File: src/rtl/mux_defs.vh
// Shared encodings for the mux control path: FSM state codes and mux select values.
`ifndef MUX_DEFS_VH
`define MUX_DEFS_VH

localparam logic [1:0] ST_IDLE  = 2'd0;
localparam logic [1:0] ST_GNT_A = 2'd1;
localparam logic [1:0] ST_GNT_B = 2'd2;

localparam logic SEL_A = 1'b0;
localparam logic SEL_B = 1'b1;

`endif

File: src/rtl/mux_sel_arbiter_pkg.sv
// Types for the 2:1 mux arbiter, built on the shared encodings in mux_defs.vh.
package mux_sel_arbiter_pkg;

    `include "mux_defs.vh"

    typedef enum logic [1:0] {
        IDLE  = ST_IDLE,
        GNT_A = ST_GNT_A,
        GNT_B = ST_GNT_B
    } state_t;

    // Which source wins the next simultaneous request from IDLE.
    typedef enum logic {
        PRIO_A = 1'b0,
        PRIO_B = 1'b1
    } prio_t;

endpackage

File: src/rtl/hold_counter.sv
// Saturating up-counter: load1 restarts at 1, inc counts up to SAT, neither clears to 0.
module hold_counter #(
    parameter int CNT_W = 3,
    parameter int SAT   = 4
) (
    input  logic             clk,
    input  logic             rst,
    input  logic             load1,
    input  logic             inc,
    output logic [CNT_W-1:0] count
);

    // NOTE: sequential state uses non-blocking assignments so every register
    // samples pre-edge values, independent of statement order.
    always_ff @(posedge clk or posedge rst) begin
        if (rst) begin
            count <= '0;
        end else if (load1) begin
            count <= CNT_W'(1);
        end else if (inc) begin
            if (count != CNT_W'(SAT)) begin
                count <= count + CNT_W'(1);
            end
        end else begin
            count <= '0;
        end
    end

endmodule

File: src/rtl/mux_sel_arbiter.sv
// Round-robin arbiter with bounded hold time driving sel/en of a 2:1 mux.
module mux_sel_arbiter
    import mux_sel_arbiter_pkg::*;
#(
    parameter int HOLD_CYCLES = 4,
    parameter int CNT_W       = 3
) (
    input  logic             clk,
    input  logic             rst,
    input  logic             req_a,
    input  logic             req_b,
    output logic             sel,
    output logic             en,
    output logic             gnt_a,
    output logic             gnt_b,
    output logic [CNT_W-1:0] hold_cnt
);

    state_t state;
    state_t next_state;
    prio_t  prio;
    logic   timeout;
    logic   new_grant;
    logic   cnt_inc;

    assign timeout = (hold_cnt == CNT_W'(HOLD_CYCLES));

    // NOTE: every always_comb output gets a default first so no path leaves
    // it unassigned, which would otherwise infer a latch.
    always_comb begin
        next_state = state;
        unique case (state)
            IDLE: begin
                if (req_a && req_b) begin
                    next_state = (prio == PRIO_A) ? GNT_A : GNT_B;
                end else if (req_a) begin
                    next_state = GNT_A;
                end else if (req_b) begin
                    next_state = GNT_B;
                end
            end
            GNT_A: begin
                if (!req_a) begin
                    next_state = req_b ? GNT_B : IDLE;
                end else if (req_b && timeout) begin
                    next_state = GNT_B;
                end
            end
            GNT_B: begin
                if (!req_b) begin
                    next_state = req_a ? GNT_A : IDLE;
                end else if (req_a && timeout) begin
                    next_state = GNT_A;
                end
            end
            default: next_state = IDLE;
        endcase
    end

    // A grant is new whenever the owner changes, including a direct A<->B switch.
    assign new_grant = (next_state != IDLE) && (next_state != state);
    assign cnt_inc   = (next_state != IDLE) && !new_grant;

    always_ff @(posedge clk or posedge rst) begin
        if (rst) begin
            state <= IDLE;
            prio  <= PRIO_A;
            sel   <= SEL_A;
            en    <= 1'b0;
            gnt_a <= 1'b0;
            gnt_b <= 1'b0;
        end else begin
            state <= next_state;
            gnt_a <= (next_state == GNT_A);
            gnt_b <= (next_state == GNT_B);
            en    <= (next_state == GNT_A) || (next_state == GNT_B);
            // sel only moves on a grant; IDLE keeps the mux steady.
            if (next_state == GNT_A) begin
                sel <= SEL_A;
            end else if (next_state == GNT_B) begin
                sel <= SEL_B;
            end
            if (new_grant) begin
                prio <= (next_state == GNT_A) ? PRIO_B : PRIO_A;
            end
        end
    end

    hold_counter #(
        .CNT_W (CNT_W),
        .SAT   (HOLD_CYCLES)
    ) u_hold_counter (
        .clk   (clk),
        .rst   (rst),
        .load1 (new_grant),
        .inc   (cnt_inc),
        .count (hold_cnt)
    );

endmodule
File: config.mk
export PLATFORM = sky130hd
export DESIGN_NAME = mux_sel_arbiter
export DESIGN_NICKNAME = d
export VERILOG_FILES = /design/src/rtl/mux_sel_arbiter_pkg.sv /design/src/rtl/hold_counter.sv /design/src/rtl/mux_sel_arbiter.sv
export VERILOG_INCLUDE_DIRS = /design/src /design/src/rtl
export SDC_FILE = /design/constraint.sdc
export NUM_CORES = 1
export LEC_CHECK = 0
export CORE_MARGIN = 2
export CORE_UTILIZATION = 44
export CTS_CLUSTER_DIAMETER = 200
export DETAILED_ROUTE_END_ITERATION = 12
export HOLD_SLACK_MARGIN = 0.1
export PLACE_DENSITY = 0.71
export SLEW_MARGIN = 5
export SYNTH_ARGS = -nofsm -noshare
export SYNTH_HDL_FRONTEND = slang
export SYNTH_HIERARCHICAL = 1
export SYNTH_SLANG_ARGS = --single-unit
File: constraint.sdc
create_clock -name clk -period 2.5 [get_ports clk]
set_clock_uncertainty 0.1 [all_clocks]
set_input_delay 0.375 -clock clk [delete_from_list [all_inputs] [get_ports clk]]
set_output_delay 0.375 -clock clk [all_outputs]
set_load 0.02 [all_outputs]
### Yosys cells after proc, flatten, opt, wreduce, memory -nomap -nowiden

Index checks and enable logic that the tools add are counted.

| storage, ports and cells | value |
|---|---|
| logic and storage cells | 43 |
| bits in registers | 10 |
| bits of input ports | 4 |
| output and inout port bits | 7 |

| operators by class | value |
|---|---|
| reduce and logical (&&, ||, !) cells | 10 |
| muxes and demuxes | 17 |
| equal/unequal tests | 8 |
| add/subtract/negate cells | 1 |

Operators by type and width:

| operator | number |
|---|---|
| $mux W2 | 9 |
| $mux W3 | 3 |
| $pmux W2 S3 | 1 |
| $logic_and A1 B1 Y1 | 5 |
| $eq A2 B1 Y1 const B | 2 |
| $eq A2 B2 Y1 const B | 2 |
| $mux W1 | 4 |
| $reduce_bool A2 Y1 | 2 |
| $add A3 B1 Y3 const B | 1 |
| $eq A3 B3 Y1 const B | 1 |
| $ne A3 B2 Y1 const B | 1 |
| $ne A3 B3 Y1 const B | 1 |
| $logic_not A2 Y1 | 1 |
| $ne A2 B2 Y1 | 1 |
| $logic_not A1 Y1 | 1 |
| $logic_or A1 B1 Y1 | 1 |

### Depth between registers and ports, before layout

| logic depth | value |
|---|---|
| depth in word-level cells | 11 |
| depth in mapped cells | 8 |
| depth with buffers taken out | 8 |

### Modules after synthesis

The synthesis kept the hierarchy.

Modules (own cells, without submodules):

| module | area an instance (µm²) | seq. area each (µm²) | cells an instance | times used |
|---|---|---|---|---|
| mux_sel_arbiter | 425.4 | 175.2 | 40 | 1 |
| hold_counter | 186.4 | 75.1 | 18 | 1 |

### Least setup slack after synthesis

OpenSTA, ideal clock, no wires.

| timing path | value |
|---|---|
| path type | flip-flop to flip-flop |
| start | reg u_hold_counter.count[2] |
| end | reg prio |
| buffers on the path | 0 |
| clock period less this slack | 2.434 ns |
| data arrival time | 2.207 ns |
| slack | 0.066 ns |
| library setup time | 0.128 ns |
| stages on the path, launching flop included | 8 |
| data required time | 2.272 ns |
| cells stage by stage | dfrtp_1 -> nor3b_4 -> and2b_1 -> o21ai_0 -> nand3_1 -> ha_1 -> nor4_4 -> mux2_1 |

| on the way | value |
|---|---|
| longest elaborated chain between the ends | 7 |
| elaborated cells on any way between the ends | 13 |
| classes of those cells | eq/ne: 3; mux: 6; reduce/logical: 4 |

RTL lines:

| what | line | source |
|---|---|---|
| start: declaration | hold_counter.sv:10 | `output logic [CNT_W-1:0] count` |
| start signal: assignment | hold_counter.sv:22 | `count <= count + CNT_W'(1);` |
| $eq A3 B3 Y1 * | mux_sel_arbiter.sv:26 | `assign timeout = (hold_cnt == CNT_W'(HOLD_CYCLES));` |
| $logic_and A1 B1 Y1, on equally long branches | mux_sel_arbiter.sv:52, mux_sel_arbiter.sv:45 |  |
| $mux W2, on equally long branches | mux_sel_arbiter.sv:52, mux_sel_arbiter.sv:45 |  |
| $mux W2, on equally long branches | mux_sel_arbiter.sv:50, mux_sel_arbiter.sv:43 |  |
| $pmux W2 S3 * | mux_sel_arbiter.sv:32 | `unique case (state)` |
| $ne A2 B2 Y1 / $reduce_bool A2 Y1 (equally long branches) | mux_sel_arbiter.sv:61 | `assign new_grant = (next_state != IDLE) && (next_state != state);` |
| $logic_and A1 B1 Y1 * | mux_sel_arbiter.sv:61 |  |
| via new_grant | mux_sel_arbiter.sv:23 | `logic new_grant;` |
| end signal: assignment | mux_sel_arbiter.sv:84 | `prio <= (next_state == GNT_A) ? PRIO_B : PRIO_A;` |
| end: declaration | mux_sel_arbiter.sv:21 | `prio_t prio;` |

Mark *: on every way through the listed nets, which the timed path passes. The rest lies on a longest branch.
A chain may end at the register's enable or synchronous reset.

### Final worst setup path

| timing path | value |
|---|---|
| start | reg u_hold_counter.count[0] |
| end | reg prio |

The elaborated chain is that of the path after synthesis.

==> results.md <==
- At the later pin of the worst-skew pair, clock insertion delay measures 0.26 ns.
- The maximum fanout along the worst path is 6.
- The total standard cell area after synthesis is 612 um^2.
- Setup repair after global routing left no endpoint under its margin.
- The final-layout setup total negative slack is 0 ns.
- The first global-routing pass estimated 1970 um of wire.
- Counting flops with an async set or reset pin after synthesis yields a share of 100%.
- The capturing point of the worst reg2reg path is prio$_DFFE_PP0P_.
- TritonCTS built the clock tree.
- For the worst setup path, the data arrival time is 2.34 ns.
- Entering global routing, the biggest net connects 10 pins.
- Synthesis produced a netlist with a net count of 67.
- The library cell used as clock root buffer is sky130_fd_sc_hd__clkbuf_4.
- In the routed design, unresolved DRC markers number 0.
- The total vias in the final route is 480.
- The relative area change from synthesis to final layout is 33.5%.
- The number of synthesized flops with an enable pin is 0.
- By count the netlist is led by sky130_fd_sc_hd__dfrtp_1, sky130_fd_sc_hd__inv_1, sky130_fd_sc_hd__ha_1, sky130_fd_sc_hd__nand2_1.
- The overall die width is 41.3 um.
- In this run the number of H-tree levels came out at 1.
- The detail route stage leaves a number of antenna-violating nets equal to 0.
- The clock tree buffer depth is 2.
- The number of global-route vias before repair is 460.
- The violation count after the first detailed-route iteration is 9.
- The power density over the cells is about 750 mW/mm^2.
- The leakage power total is 0.381 nW.
- The max-capacitance violation count is 0.
- The ratio of cells with drive above 1 in the final layout is between 20 and 25%.
- The total length of routed wires is approximately 1200 um.
- The mean instance size in the synthesized netlist is 10.5 um^2.
- The path class of the lowest-slack min-delay path is in -> async.
- The number of antenna violations at the first check in global routing is 0.
- By area the synthesized netlist is led by sky130_fd_sc_hd__dfrtp_1, sky130_fd_sc_hd__ha_1, sky130_fd_sc_hd__a211oi_2.
- The measured slew at the worst slew-check pin is 0.407 ns.
- The synthesized flop and latch total is 10.
- The reg-to-reg setup timing slack is 0.20 ns.
- Post-CTS repair changed the size of 0 cells.
- The Yosys step of the flow raised 6 warnings.
- The congestion estimate from routability-driven global placement came to approximately 0.65.
- The final setup violation count is 0.
- Global routing used about a fifth of the available tracks.
- For this run, the post-layout net count is 88.
- The required time at the endpoint of the critical path is 2.55 ns.
- In this run the biggest area consumer among cell types represents 40.9% of the synthesized area.
- The path depth of the worst reg2reg path is 7.
- The die area is about 0.0017 mm^2.
- The worst-case vdd ir drop is 0.473 mV.
- Counting every sink on the clock net gives 10.
- The post-detailed-route wirelength per cell is 13.0 um.
- The cell row count is 13.
- In this run the tool buffered the top-level ports with 10 buffer cells.
- The register area is 250 um^2.
- The number of failing hold endpoints at the final stage is 0.
- Detailed placement finished with a half-perimeter wire length of 937 um.
- Once layout is done, the placed cells without fillers occupy between 800 and 900 um^2.
- The gate count after technology mapping is 58.
- The leftover overflow at the end of global routing is 0.
- The worst reg2reg path startpoint is u_hold_counter/count[0]$_DFFE_PP0P_.
- The via-per-instance ratio is approximately 5.2.
- The first-pass detailed-route iteration total is 4.
- The overall power consumption is between 0.6 and 0.7 mW.
- The final number of max-transition violations is 0.
- Summing all multi-input logic gate instances after layout gives ~330 um^2.
- The instance count after placement with tap cells included is between 80 and 90.
- Clock-pin slew was measured on the worst setup and hold paths at 0.06 ns.
- The die height is 41.3 um.
- The endpoint class of the critical path is a register.
- The cell with the most instances after synthesis is sky130_fd_sc_hd__dfrtp_1.
- The core region area is 0.00130 mm^2.
- The kind of launch point of the worst setup path is a register.
- The effective utilization at floorplan is 47.0%.
- The headroom to the max-slew limit is 72.6%.
- The total inserted antenna cells is 0.
- Based on the critical path, the design can be clocked at up to 435 MHz.
- The number of inserted filler cells in the final layout is 116.
- The dominant cell type by area after synthesis is sky130_fd_sc_hd__dfrtp_1.
- Among all flip-flop cells after synthesis, the most frequent one is sky130_fd_sc_hd__dfrtp_1.
- The critical path class is reg -> reg.
- Synthesis instantiated 29 different standard cells from the library.
- The area of placed instances is around 770 um^2.
- During I/O placement, the number of pins put on the boundary was 11.
- The flow ran to the end, and the final reports show no timing, DRC or antenna violations.
- The non-filler instance count after layout is 93.
- The shortest clock period the worst path allows after layout is 2.30 ns.
- The sequential-to-total area share from yosys stat is around two fifths.
- The fraction of the cycle the final worst path needs is between 90% and 100%.
- The number of buffers created by CTS is 3.
==> cell usage in the layout, fill, tap and decap left out, types with 2 or more instances in the layout <==
cell / Yosys / layout
sky130_fd_sc_hd__buf_4: 0 / 8
sky130_fd_sc_hd__inv_1: 6 / 6
sky130_fd_sc_hd__a21oi_1: 2 / 2
sky130_fd_sc_hd__nand3_1: 2 / 2
sky130_fd_sc_hd__dfrtp_1: 10 / 10
sky130_fd_sc_hd__a211oi_2: 2 / 2
sky130_fd_sc_hd__nor2_1: 3 / 3
sky130_fd_sc_hd__clkbuf_4: 0 / 3
sky130_fd_sc_hd__nor3_1: 3 / 3
sky130_fd_sc_hd__clkdlybuf4s50_1: 0 / 10
sky130_fd_sc_hd__nand2_1: 4 / 4
sky130_fd_sc_hd__ha_1: 5 / 5
sky130_fd_sc_hd__nor2b_1: 2 / 2
==> report_power, final <==
part	internal [mW]	switching [mW]	total (mW)	leakage, nW
Combinational	0.124	0.117	0.241	0.235
Sequential	0.196	0.0328	0.229	0.126
Clock	0.0882	0.0515	0.140	0.0210
==> worst max-delay path, stage by stage, from the launching register on <==
cell and delay, ns:
sky130_fd_sc_hd__dfrtp_1 0.41, sky130_fd_sc_hd__nor3b_4 0.31, sky130_fd_sc_hd__and2b_1 0.21, sky130_fd_sc_hd__o21ai_0 0.20, sky130_fd_sc_hd__nand3_1 0.16, sky130_fd_sc_hd__ha_1 0.26, sky130_fd_sc_hd__nor4_4 0.20, sky130_fd_sc_hd__mux2_1 0.35
==> registers in the layout (all words and copies together) (netlist names) <==
| name | count |
|---|---|
| u_hold_counter/count | 3 |
| gnt_b | 1 |
| en | 1 |
| prio | 1 |
| gnt_a | 1 |
| sel | 1 |
| state | 2 |
==> layer usage <==
layer | track usage [%] | vias up | part of all wire (%)
met5 | 0 | - | 0
met4 | 12.1 | 0 | 0.91
met3 | 6.38 | 2 | 3.1
met2 | 31.6 | 10 | 51
met1 | 21.8 | 226 | 45
li1 | - | 242 | -
==> repair_timing <==
| action | CTS | global route |
|---|---|---|
| buffers inserted | 0 | 2 |
| hold buffers | 0 | 0 |
| endpoints found under the setup margin | 0 | 3 |
==> worst max path at each step <==
stage,endpoint,startpoint,depth (start not counted)
after floorplan,prio$_DFFE_PP0P_,u_hold_counter/count[2]$_DFFE_PP0P_,7
after global placement,prio$_DFFE_PP0P_,req_a,6
after detailed placement,prio$_DFFE_PP0P_,u_hold_counter/count[1]$_DFFE_PP0P_,7
after CTS,prio$_DFFE_PP0P_,u_hold_counter/count[1]$_DFFE_PP0P_,7
after global routing,prio$_DFFE_PP0P_,u_hold_counter/count[0]$_DFFE_PP0P_,7
final,prio$_DFFE_PP0P_,u_hold_counter/count[0]$_DFFE_PP0P_,7
==> logic make-up (layout without fill, tap and decap cells) <==
kind of cell | after synthesis | count (layout) | synth area share [%]
compound gates | 10 | 10 | 13.9
fa+ha+maj | 5 | 5 | 10.2
buf+inv | 8 | 28 | 5.32
flops | 10 | 10 | 40.9
mux | 1 | 1 | 1.84
simple gates | 24 | 24 | 27.8
==> metrics by stage <==
stage	setup slack, ns	util (%)	hold WS, ns
floorplan	0.0656	-	0.0286
global placement	0.0869	58.8	0.419
detailed placement	0.0270	58.8	0.427
CTS	0.0177	61.6	0.201
global route	0.00757	62.8	0.208
finish	0.201	62.8	0.206
==> cell type report <==
type                       count  share of cell area (%)
multi-input combinational     40                    40.3
sequential                    10                    30.6
timing repair buffer          18                    19.6
clock buffer                   4                    4.44
inverter                       6                    2.76
tap                           15                    2.30
Power figures use the tool's default switching activity.
==> edit, RTL diff (same flow settings) <==
Make the reset (`rst`) synchronous in 2 clocked blocks.
--- a/src/rtl/hold_counter.sv
+++ b/src/rtl/hold_counter.sv
@@ -12,7 +12,7 @@
 
     // NOTE: sequential state uses non-blocking assignments so every register
     // samples pre-edge values, independent of statement order.
-    always_ff @(posedge clk or posedge rst) begin
+    always_ff @(posedge clk) begin
         if (rst) begin
             count <= '0;
         end else if (load1) begin
--- a/src/rtl/mux_sel_arbiter.sv
+++ b/src/rtl/mux_sel_arbiter.sv
@@ -61,7 +61,7 @@
     assign new_grant = (next_state != IDLE) && (next_state != state);
     assign cnt_inc   = (next_state != IDLE) && !new_grant;
 
-    always_ff @(posedge clk or posedge rst) begin
+    always_ff @(posedge clk) begin
         if (rst) begin
             state <= IDLE;
             prio  <= PRIO_A;
Formal check against the unedited RTL: differs if rst is asserted again (counterexample within 4 cycles, from zero or initial values and one cycle with rst high); with rst held inactive, the same outputs for 10 cycles.
==> edit against the unedited design <==
- utilization grew 0.41 points
- sequential cell count did not move
- cell area decreased by 11%
- sequential share of layout area shrank 3.2 points
- count of clock-buffer cells in the layout is the same
- final cell count is 1.1% higher
- wire length shrank 5.9%
- worst hold slack improved by 0.19 ns
- setup slack improved by 0.081 ns
- area after synthesis shrank 7.0%
- highest routed layer unchanged
Power is not compared: it rests on default switching activity, and its combinational part moved more than twofold at a synthesized area within 25%.
==> edit: results (changes against the unedited design) <==
- Outcome: finished, final reports clean (unchanged)
- Largest net degree at the start of global routing: 11 (was 10)
- RR Endpoint: u_hold_counter/count[2]$_SDFFE_PP0P_ (was prio$_DFFE_PP0P_)
- Initial antenna violation count: 0 (unchanged)
- Syn_nets: 74 (was 67)
- Asr flop ratio synth: 0 (was 1.00)
- Share of Yosys cell area claimed by the top area cell type: 0.352 (was 0.409)
- Setup crit start: u_hold_counter/count[1]$_SDFFE_PP0P_ (was u_hold_counter/count[0]$_DFFE_PP0P_)
- Type of the most critical hold path: register to register (was input pin to async pin)
- Drt wl/cell: 12.1 um (was 13.0 um)
- Fill cell count: 108 (was 116)
- First-pass GRT wire length: 1.93 mm (was 1.97 mm)
- Synth unique cells: 27 (was 29)
- Largest stage delay on the critical path: 0.43 ns (was 0.41 ns)
- R2R setup slack: 0.28 ns (was 0.20 ns)
- Dominant cells by area after synthesis: dfxtp_1 (35%), ha_1 (11%), inv_1 (5.9%), nor2b_1 (4.4%), nor2_1 (4.0%) (was dfrtp_1 (41%), ha_1 (10%), a211oi_2 (4.1%), inv_1 (3.7%), nor4_4 (3.5%))
- Initial DRC Count: 4 (was 9)
- Routability cong.: 0.738 (was 0.648)
- CP max-delay cell: or3b_4 (was dfrtp_1)
- Commonest cells post-synth: dfxtp_1 (10), inv_1 (9), nor2_1 (6), ha_1 (5), nor2b_1 (4) (was dfrtp_1 (10), inv_1 (6), ha_1 (5), nand2_1 (4))
- Slew margin rel.: 0.767 (was 0.726)
- Share of cells above drive strength 1: 0.138 (was 0.244)
- CP Max Fanout: 7 (was 6)
- Vias in the first global route: 457 (was 460)
- DP Wirelength: 876 um (was 937 um)
- Via density: 5.24 (was 5.16)
- Nets: 90 (was 88)
- Sequential share of the synthesized area: 0.352 (was 0.409)
==> edit: cell types whose count changed after synthesis, moves of 2 or more <==
cell / before / now
a31oi_1: 0 / 2
nor2b_1: 2 / 4
o21ai_1: 0 / 2
a211oi_2: 2 / 0
nor2_1: 3 / 6
inv_1: 6 / 9
dfxtp_1: 0 / 10
dfrtp_1: 10 / 0
==> edit: cell type report <==
cell class / instances / area (um^2) / share of cell area
Clock buffer: 4 / 36.3 / 0.0497
Timing Repair Buffer: 12 / 115 / 0.158
Sequential cell: 10 / 200 / 0.274
Inverter: 9 / 33.8 / 0.0462
Tap cell: 14 / 17.5 / 0.0240
Multi-Input combinational cell: 45 / 328 / 0.449
==> edit: logic make-up after synthesis <==
group | share of synthesized area
and+or+nand+nor | 0.299
AOI/OAI and AO/OA | 0.125
buffers and inverters | 0.0725
DFF | 0.352
adders and majority gates | 0.110
xor gates and xnor gates | 0.0154
muxes | 0.0264
==> edit: power groups by stage <==
stage	Combinational, uW	Clock (uW)	Sequential [uW]
global placement	89.8	0	185
floorplan	51.9	0	191
finish	92.5	144	182
global route	102	157	184
detailed placement	91.8	0	186
CTS	92.6	149	182
==> edit: tightest hold or removal path, cell delays in order, from the launching register on <==
cell     delay (ns)
dfxtp_1        0.31
nor2_1         0.10
nor3_1         0.05
==> edit: routing by layer <==
metal	up-vias	global-route usage	wire length, um
met2	10	0.298	540
met1	225	0.220	539
met3	2	0.0667	47
li1	256	-	-
met5	-	0	0
met4	0	0.0776	11
==> edit: worst max-delay path by stage <==
stage	endpoint	slack (ns)	cells past startpoint
3_5_place_dp	prio$_SDFFE_PP0P_	0.07	7
2_1_floorplan	prio$_SDFFE_PP0P_	0.23	6
3_3_place_gp	prio$_SDFFE_PP0P_	0.14	7
4_1_cts	u_hold_counter/count[2]$_SDFFE_PP0P_	0.28	7
5_1_grt	u_hold_counter/count[2]$_SDFFE_PP0P_	0.02	7
6_report	u_hold_counter/count[2]$_SDFFE_PP0P_	0.28	7
==> edit: metrics by stage <==
step | setup WS [ns] | instances | hold WS [ns] | total power, uW | utilization
3_5_place_dp | 0.0662 | 90 | 0.387 | 278 | 0.601
3_3_place_gp | 0.138 | 90 | 0.380 | 275 | 0.601
2_1_floorplan | 0.235 | 65 | 0.344 | 243 | -
6_report | 0.282 | 94 | 0.392 | 419 | 0.632
5_1_grt | 0.0228 | 94 | 0.449 | 443 | 0.632
4_1_cts | 0.284 | 94 | 0.399 | 424 | 0.632
